### src/rtl/lddn_ctr.sv
// Loadable, cascadable binary down-counter slice with optional auto-reload
// and a registered terminal-count strobe; slices chain through BI/BO.
module lddn_ctr #(
    parameter int WIDTH       = 8,
    parameter bit AUTO_RELOAD = 1'b0
) (
    input  logic             CK,
    input  logic             CD,
    input  logic             SP,
    input  logic             SD,
    input  logic [WIDTH-1:0] D,
    input  logic             BI,
    output logic [WIDTH-1:0] Q,
    output logic             BO,
    output logic             ZERO,
    output logic             TC
);

    logic [WIDTH-1:0] q_q,   q_d;
    logic [WIDTH-1:0] rld_q, rld_d;
    logic             tc_q,  tc_d;
    logic             zero_w;

    assign zero_w = (q_q == '0);

    // NOTE: every next-state signal gets a default first so no path leaves it
    // unassigned, which would otherwise infer a latch.
    always_comb begin
        q_d   = q_q;
        rld_d = rld_q;
        tc_d  = 1'b0;
        if (SP) begin
            if (SD) begin
                q_d   = D;
                rld_d = D;
            end else if (BI) begin
                if (zero_w) begin
                    q_d  = AUTO_RELOAD ? rld_q : '1;
                    tc_d = 1'b1;
                end else begin
                    q_d = q_q - WIDTH'(1);
                end
            end
        end
    end

    // NOTE: state registers use non-blocking assignments so every register
    // samples the pre-edge values of the others.
    always_ff @(posedge CK) begin
        if (CD) begin
            q_q   <= '0;
            rld_q <= '0;
            tc_q  <= 1'b0;
        end else begin
            q_q   <= q_d;
            rld_q <= rld_d;
            tc_q  <= tc_d;
        end
    end

    // Borrow path stays free of SP/SD so a shared-enable chain ripples in one cycle.
    assign Q    = q_q;
    assign ZERO = zero_w;
    assign BO   = BI & zero_w;
    assign TC   = tc_q;

endmodule

### config.mk
export PLATFORM = sky130hd
export DESIGN_NAME = lddn_ctr
export DESIGN_NICKNAME = d
export VERILOG_FILES = /design/src/rtl/lddn_ctr.sv
export SDC_FILE = /design/constraint.sdc
export NUM_CORES = 1
export LEC_CHECK = 0
export CORE_MARGIN = 2
export CORE_UTILIZATION = 38
export DETAILED_ROUTE_END_ITERATION = 8
export PLACE_DENSITY = 0.74
export SYNTH_ARGS = -nofsm -noshare
export SYNTH_HDL_FRONTEND = slang
export SYNTH_SLANG_ARGS = --single-unit
### constraint.sdc
create_clock -name CK -period 1.61 [get_ports CK]
set_input_delay 0.322 -clock CK [delete_from_list [all_inputs] [get_ports CK]]
set_output_delay 0.322 -clock CK [all_outputs]
set_load 0.05 [all_outputs]
======== After elaboration in Yosys (flattened, before gate mapping) ========
Cells that the tools add are included.
word-level totals
  register bits after elaboration ......... 9
  bits of input ports ..................... 13
  output and inout bits ................... 11
cells by class
  add/sub/neg operators ................... 1
  muxes and demuxes ....................... 4
  bitwise logic cells ..................... 3
  reduce and logical (&&, ||, !) cells .... 4
operator list
  kind                                              count
  two-way mux 8 bit                                 3
  logical NOT 8 bit                                 1
  subtractor 8 x 1 -> 8 bit, second input constant  1
  OR reduction 4 bit                                1
  inverter 1 bit                                    2
  AND reduction 2 bit                               1
  nonzero test 2 bit                                1
  bitwise AND 1 bit                                 1
  two-way mux 1 bit                                 1

======== Logic depth before layout (Yosys ltp) ========
Gate-level depths: netlist of run 1.
  word-level depth ........................ 4
  depth in mapped cells ................... 6
  mapped depth without buffers ............ 6

======== Worst setup path before layout of run 1 ========
No wires, ideal clock.
  kind .................................... reg-to-output
  start ................................... register q_q[0], in the netlist Q[0]
  end ..................................... output BO
  data arrival time ....................... 2.129 ns
  setup slack ............................. -0.841 ns
  stages on the path, launching flop included .. 6
  path through ............................ dfxtp_1 > inv_1 > ha_1 > or4b_4 > nor2_4 > and2_1
on the way
  longest elaborated chain between the ends .. 2
RTL lines
  what                    RTL line  RTL
  start, declared         19        logic [WIDTH-1:0] q_q, q_d;
  start signal, assigned  55        q_q <= q_d;
  logical NOT 8 bit       24        assign zero_w = (q_q == '0);
  named net ZERO          15        output logic ZERO,
  bitwise AND 1 bit       64        assign BO = BI & zero_w;
  end, declared           14        output logic BO,
The timed path passes the listed nets, and every way through them passes these cells.

======== Worst setup path in the final report of run 1 ========
  start ................................... register q_q[0], in the netlist Q[0]
  end ..................................... output BO
on the way
  longest elaborated chain between the ends .. 2
RTL lines
  what               RTL line
  logical NOT 8 bit  24
  bitwise AND 1 bit  64
Every way passes these cells.

==> out/results.md, run 1 <==
- status: finished, violations left
- violated checks: negative setup slack
- final instance area: 1160 sq um
- Clock Skew: 0.00771 ns
- worst-skew pair later-pin latency: 0.27 ns
- class of the tightest hold or removal check: flip-flop to flip-flop
- RD Place Congestion: 0.806
- total CTS buffers: 3
- number of DRC violations after detailed routing: 0
- adder and majority cell fraction of the synthesized area: 4.02%
- Most used DFF post-synth: sky130_fd_sc_hd__dfxtp_1
- post-route ant nets: 0
- count of distinct cell types in the synthesized netlist: 35
- horizontal extent of the die: 44.5 microns
- # IOs: 24
- Setup Crit Path Kind: flip-flop to output port
- number of vias after detailed routing: 811
- top library cells by usage in the layout, fill and taps aside: sky130_fd_sc_hd__buf_4 (28), sky130_fd_sc_hd__clkdlybuf4s50_1 (12), sky130_fd_sc_hd__nor2_1 (8)
- final period demand of the worst path: 2.01 ns
- xor/xnor share of the synthesized area: 0%
- met1 layer usage reported by global route: 29.6%
- clock tree from TritonCTS: built
- hold path start: Q[1]
- maximum buffer depth of the clock tree: 2
- standard cell core area: 1520 sq um
- cell area after technology mapping: 622 sq um
- clock root buffer: sky130_fd_sc_hd__clkbuf_4
- critical path, cell by cell: inv_2 -> ha_1 -> or4b_4 -> nor2_4 -> and2_4 -> buf_12
- Worst R2R Start: Q[0]
- busiest metal layer after global routing: met2
- antenna cell count: 0
- maximum operating frequency: 0.497 GHz
- maximum cell stage delay along the critical path: 0.48 ns
- Die Ht: 44.5 microns
- number of placement rows: 14
- Final Total Pwr: 0.00101 W
- Final TNS setup: -1.50 ns
- first-pass GRT wire length: 3590 microns
- Initial DRT Pass Iterations: 4
- number of global-route vias before repair: 815
- required time of the worst setup path: 1.29 ns
- Slew @ Worst Pin: 0.639 ns
- effective utilization at floorplan: 40.8%
- Reg area: 194 sq um
- post-DP HPWL: 1610 microns
- Total Nets Final: 140
- met2 Resource Use GR: 44.4%
- number of antenna violations at the first check in global routing: 0
- GRT Overall Usage: 25.1%
- compound-gate portion of the synthesized area: 34.2%
- total detailed-routing wirelength: 2300 microns
- Static Leakage: 0.486 nW
- number of synthesized flops with an enable pin: 0
- per-cell routed wire length: 16.4 microns
- buffers added on ports: 23
- instance area after placement: 1070 sq um
- Critical Path End Type: output port
- final setup slack of the worst path: -0.400 ns
- post-synth net total: 90
- Critical-path top delay cell: sky130_fd_sc_hd__or4b_4
- Rel. slew slack: 57.1%
- largest net degree at the start of global routing: 10
- fraction of the mapped netlist area in simple logic gates: 26.0%
- critical path data arrival time: 1.69 ns
- post-placement worst setup slack: -0.165 ns
- share of flip-flops with an asynchronous set or reset after synthesis: 0%
- TritonCTS sink count: 9
- Tcrit/Tclk final: 125%
- CP startpoint kind: flip-flop
- sum of overflow across all layers after global routing: 0
- Avg Cell Area, Syn: 8.29 sq um
- count of fill cells added during filler insertion: 109
- Max Transition Viols Final: 0
- CP top delay family: simple AND/OR/NAND/NOR gates
- Critical Path Source: Q[0]
- GR met3 Demand/Resource: 4.49%
- synthesized instance count: 75
- setup violation total in the final timing report: 7
- combined buffer and inverter count along the critical path: 2
- DR iter-0 viols: 18
- combinational family with the most area after synthesis: compound AO/OA/AOI/OAI gates
- Via density: 5.79
- area of combinational cells with multiple inputs: 429 sq um
- most common cell after layout, fill and taps aside: sky130_fd_sc_hd__buf_4
- peak ir drop on the vdd network: 541 uV
- H-tree Lvls: 1
- share of layout cells above drive strength 1: 49.2%
- final hold violation count: 0
- final-layout worst hold slack: 0.586 ns
- Die ar.: 1980 sq um
- Synth Warn #: 0
- power density of the placed cells: 867 nW/um^2
- CP Max Fanout: 3
- Max-Cap Viols: 0
- clk slew on worst S/H paths: 0.06 ns
- RSZ-0062 raised after global routing: yes
- area added between synthesis and finish: 86.7%
- post-synthesis sequential element count: 9
- post-synthesis sequential area ratio: 29.0%
- hold bufs inserted after CTS: 0
- proportion of synthesized area in mux cells: 0%
kinds of logic after synthesis:
logic type | count (synthesis)
AOI/OAI and AO/OA | 28
and+or+nand+nor | 28
adders and majority gates | 2
DFF | 9
buffers and inverters | 8
Yosys cell counts, types with 2 or more instances:
master,instances,share of area (%)
sky130_fd_sc_hd__a31oi_1,3,3.0
sky130_fd_sc_hd__nand2_1,3,1.8
sky130_fd_sc_hd__o21ai_0,4,3.2
sky130_fd_sc_hd__inv_1,5,3.0
sky130_fd_sc_hd__o22ai_1,2,2.0
sky130_fd_sc_hd__ha_1,2,4.0
sky130_fd_sc_hd__dfxtp_1,9,29
sky130_fd_sc_hd__or3_2,2,2.4
sky130_fd_sc_hd__nor4_1,2,2.0
sky130_fd_sc_hd__a21oi_1,4,3.2
sky130_fd_sc_hd__nor2b_1,3,3.0
sky130_fd_sc_hd__o31ai_1,2,2.4
sky130_fd_sc_hd__nor2_1,8,4.8
sky130_fd_sc_hd__nor3_1,2,1.6
sky130_fd_sc_hd__a211oi_1,4,4.8
state kept, by name, summed over array words and instances (netlist names):
| register | flops |
|---|---|
| Q | 8 |
| TC | 1 |
cell type report:
cell class	count	share of cell area, %
repair buffers	48	40.7
multi-input cells	58	37.0
flip-flops and latches	9	16.7
clock buffers	4	2.26
well taps	16	1.72
inverters	5	1.62
what timing repair did:
item	CTS	global route
pin swaps	1	6
resized for setup	3	9
endpoints found under the setup margin	6	9
buffers inserted	2	2
power by group:
group | internal [W] | switching [W] | leakage (nW)
clock | 0.0000960 | 0.0000939 | 0.0150
sequential | 0.000244 | 0.0000108 | 0.0772
combinational | 0.000272 | 0.000290 | 0.394
total | 0.000612 | 0.000395 | 0.486
per-stage QoR:
stage                     util, %  instances
after floorplan                 -         75
after global placement       70.2        132
after detailed placement     70.2        132
after CTS                    73.2        138
after global routing         76.2        140
final                        76.2        140
worst paths after layout:
kind | endpoint | slack, ns | cells past startpoint
worst max register to register | Q[7] | -0.36 | 8
worst min-delay path | Q[1] | 0.59 | 3
worst max-delay path | BO | -0.40 | 6
worst min register to register | Q[1] | 0.59 | 3
worst min-delay path, cell delays in order, from the launching register on:
cell	delay, ns
sky130_fd_sc_hd__dfxtp_4	0.34
sky130_fd_sc_hd__inv_2	0.05
sky130_fd_sc_hd__buf_4	0.10
sky130_fd_sc_hd__a211oi_1	0.05
metal layers:
layer,vias to the layer above,routed length (microns),share of wire (%)
met2,34,1150,50
met1,388,964,42
met4,0,79,3.4
met5,-,0,0
met3,8,101,4.4
li1,381,-,-
Power figures use the tool's default switching activity.
==> inputs of run 2 (changes only) <==
- CTS_CLUSTER_DIAMETER: unset -> 30
==> results of run 2 <==
The final DEF is identical to that of run 1; final timing and power are the same.
==> inputs of run 3 (changes only) <==
- MAX_ROUTING_LAYER: unset -> met4
==> run 3 against run 2 <==
Against the previous run:
- the run still ends with negative setup slack left
- core utilization unchanged
- sequential share of layout area unchanged
- register-to-register slack about the same
- die area unchanged
- critical path depth unchanged
- combinational power about the same
- global-route usage increased by 0.76 points
- clock power about the same
- worst setup slack got worse by 0.0020 ns
- final cell count unchanged
- via count increased by 0.25%
- routed wire length decreased by 0.17%
- critical endpoint unchanged
==> out/results.md, run 3 (synthesis gave the netlist of run 1 again) <==
- status: finished, violations left
- violated checks: negative setup slack
- final period demand of the worst path: 2.01 ns
- antenna cell count: 0
- number of cells in the finished layout apart from fillers: 140
- critical path data arrival time: 1.69 ns
- H-tree Lvls: 1
- Tcrit/Tclk final: 125%
- horizontal extent of the die: 44.5 microns
- clock tree from TritonCTS: built
- Total Nets Final: 140
- standard cell core area: 1520 sq um
- terminus of the critical flop-to-flop path: Q[7]
- TritonCTS sink count: 9
- clock root buffer: sky130_fd_sc_hd__clkbuf_4
- area added between synthesis and finish: 86.7%
- CP top delay family: simple AND/OR/NAND/NOR gates
- Worst R2R Start: Q[0]
- # IOs: 24
- class of the tightest hold or removal check: flip-flop to flip-flop
- peak ir drop on the vdd network: 543 uV
- total detailed-routing wirelength: 2300 microns
- share of layout cells above drive strength 1: 49.2%
- final instance area: 1160 sq um
- largest net degree at the start of global routing: 10
- effective utilization at floorplan: 40.8%
- number of antenna violations at the first check in global routing: 0
- RSZ-0062 raised after global routing: yes
- Setup Crit Path Kind: flip-flop to output port
- number of global-route vias before repair: 819
- Initial DRT Pass Iterations: 4
- Static Leakage: 0.486 nW
- Reg power frac: 25.3%
- reported net switching power: 0.000394 W
- number of vias after detailed routing: 813
- hold bufs inserted after CTS: 0
- number of DRC violations after detailed routing: 0
- instance area after placement: 1070 sq um
- maximum cell stage delay along the critical path: 0.48 ns
- placed insts: 132
- post-DP HPWL: 1610 microns
- power density of the placed cells: 866 nW/um^2
- Slew @ Worst Pin: 0.631 ns
- sum of overflow across all layers after global routing: 0
- Max Transition Viols Final: 0
- Reg area: 194 sq um
- count of fill cells added during filler insertion: 109
- DR iter-0 viols: 22
- Register-to-Register Path Depth: 8
- Critical Path End Type: output port
- Final Total Pwr: 0.00101 W
- setup violation total in the final timing report: 7
- end of the worst hold path: Q[1]
- Sw Ratio: 39.1%
- maximum operating frequency: 0.497 GHz
- Final TNS setup: -1.53 ns
- flip-flop count of the largest register, all copies and words added: 8
- total CTS buffers: 3
- post-layout util: 76.2%
- most common cell after layout, fill and taps aside: sky130_fd_sc_hd__buf_4
- Rel. slew slack: 57.6%
- buffers added on ports: 23
- critical path, cell by cell: inv_2 -> ha_1 -> or4b_4 -> nor2_4 -> and2_4 -> buf_12
- maximum buffer depth of the clock tree: 2
- hold path start: Q[1]
- flop-to-flop setup slack: -0.37 ns
- post-route ant nets: 0
- area of combinational cells with multiple inputs: 429 sq um
- combined buffer and inverter count along the critical path: 2
- clk slew on worst S/H paths: 0.06 ns
- Max-Cap Viols: 0
- required time of the worst setup path: 1.29 ns
- GRT Overall Usage: 25.9%
- CP Max Fanout: 3
- Critical-path top delay cell: sky130_fd_sc_hd__or4b_4
- per-cell routed wire length: 16.4 microns
- proportion of power drawn by the clock network: 18.7%
- number of placement rows: 14
- worst-skew pair later-pin latency: 0.27 ns
- CP startpoint kind: flip-flop
- internal power contribution: 0.000612 W
- first-pass GRT wire length: 3590 microns
- cell depth of the worst hold path: 3
- RD Place Congestion: 0.818
- combinational share of power: 56.0%
- Clock Skew: 0.00406 ns
- final setup slack of the worst path: -0.402 ns
- Via density: 5.81
- final hold violation count: 0
- Die ar.: 1980 sq um
- top library cells by usage in the layout, fill and taps aside: sky130_fd_sc_hd__buf_4 (28), sky130_fd_sc_hd__clkdlybuf4s50_1 (12), sky130_fd_sc_hd__nor2_1 (8)
- Die Ht: 44.5 microns
-- run 3: metrics by stage --
stage          setup WS [ns]  hold slack (ns)
2_1_floorplan         -0.490            0.475
3_3_place_gp          -0.149            0.559
3_5_place_dp          -0.165            0.572
4_1_cts               -0.405            0.585
5_1_grt               -0.475            0.615
6_report              -0.402            0.587
-- run 3: metal layers --
| metal | share of wire, % | global-route usage [%] | wire length [microns] |
|---|---|---|---|
| met5 | 0 | - | 0 |
| met4 | 3.8 | 10.3 | 87 |
| met3 | 4.6 | 4.49 | 105 |
| met2 | 50 | 44.4 | 1150 |
| met1 | 42 | 29.6 | 953 |
-- run 3: timing repair --
action,CTS,global route
pin swaps,1,6
gates resized for setup,3,9
cloned,0,0
buffers inserted,2,2
endpoints found under the setup margin,6,9
-- run 3: final cells by class --
class | count | area share, %
well taps | 16 | 1.72
clock buffers | 4 | 2.26
repair buffers | 48 | 40.7
flip-flops and latches | 9 | 16.7
inverters | 5 | 1.62
multi-input cells | 58 | 37.0
-- run 3: how the worst max path moves through the flow --
stage               startpoint  endpoint  slack (ns)  depth (start not counted)
CTS                       Q[0]        BO       -0.41                          6
global placement          Q[0]        BO       -0.15                          6
finish                    Q[0]        BO       -0.40                          6
global route              Q[0]        BO       -0.47                          6
detailed placement        Q[0]        BO       -0.17                          6
floorplan                 Q[0]        BO       -0.49                          5
-- run 3: power by group through the flow --
stage,registers (W),clock network [W],logic (W)
floorplan,0.000338,0,0.000190
global placement,0.000259,0,0.000482
detailed placement,0.000260,0,0.000493
CTS,0.000255,0.000192,0.000511
global route,0.000257,0.000207,0.000587
finish,0.000255,0.000188,0.000563
-- run 3: tightest hold or removal path, cell delays in order (launching register included) --
cell and delay (ns):
sky130_fd_sc_hd__dfxtp_4 0.34, sky130_fd_sc_hd__inv_2 0.05, sky130_fd_sc_hd__buf_4 0.10, sky130_fd_sc_hd__a211oi_1 0.05
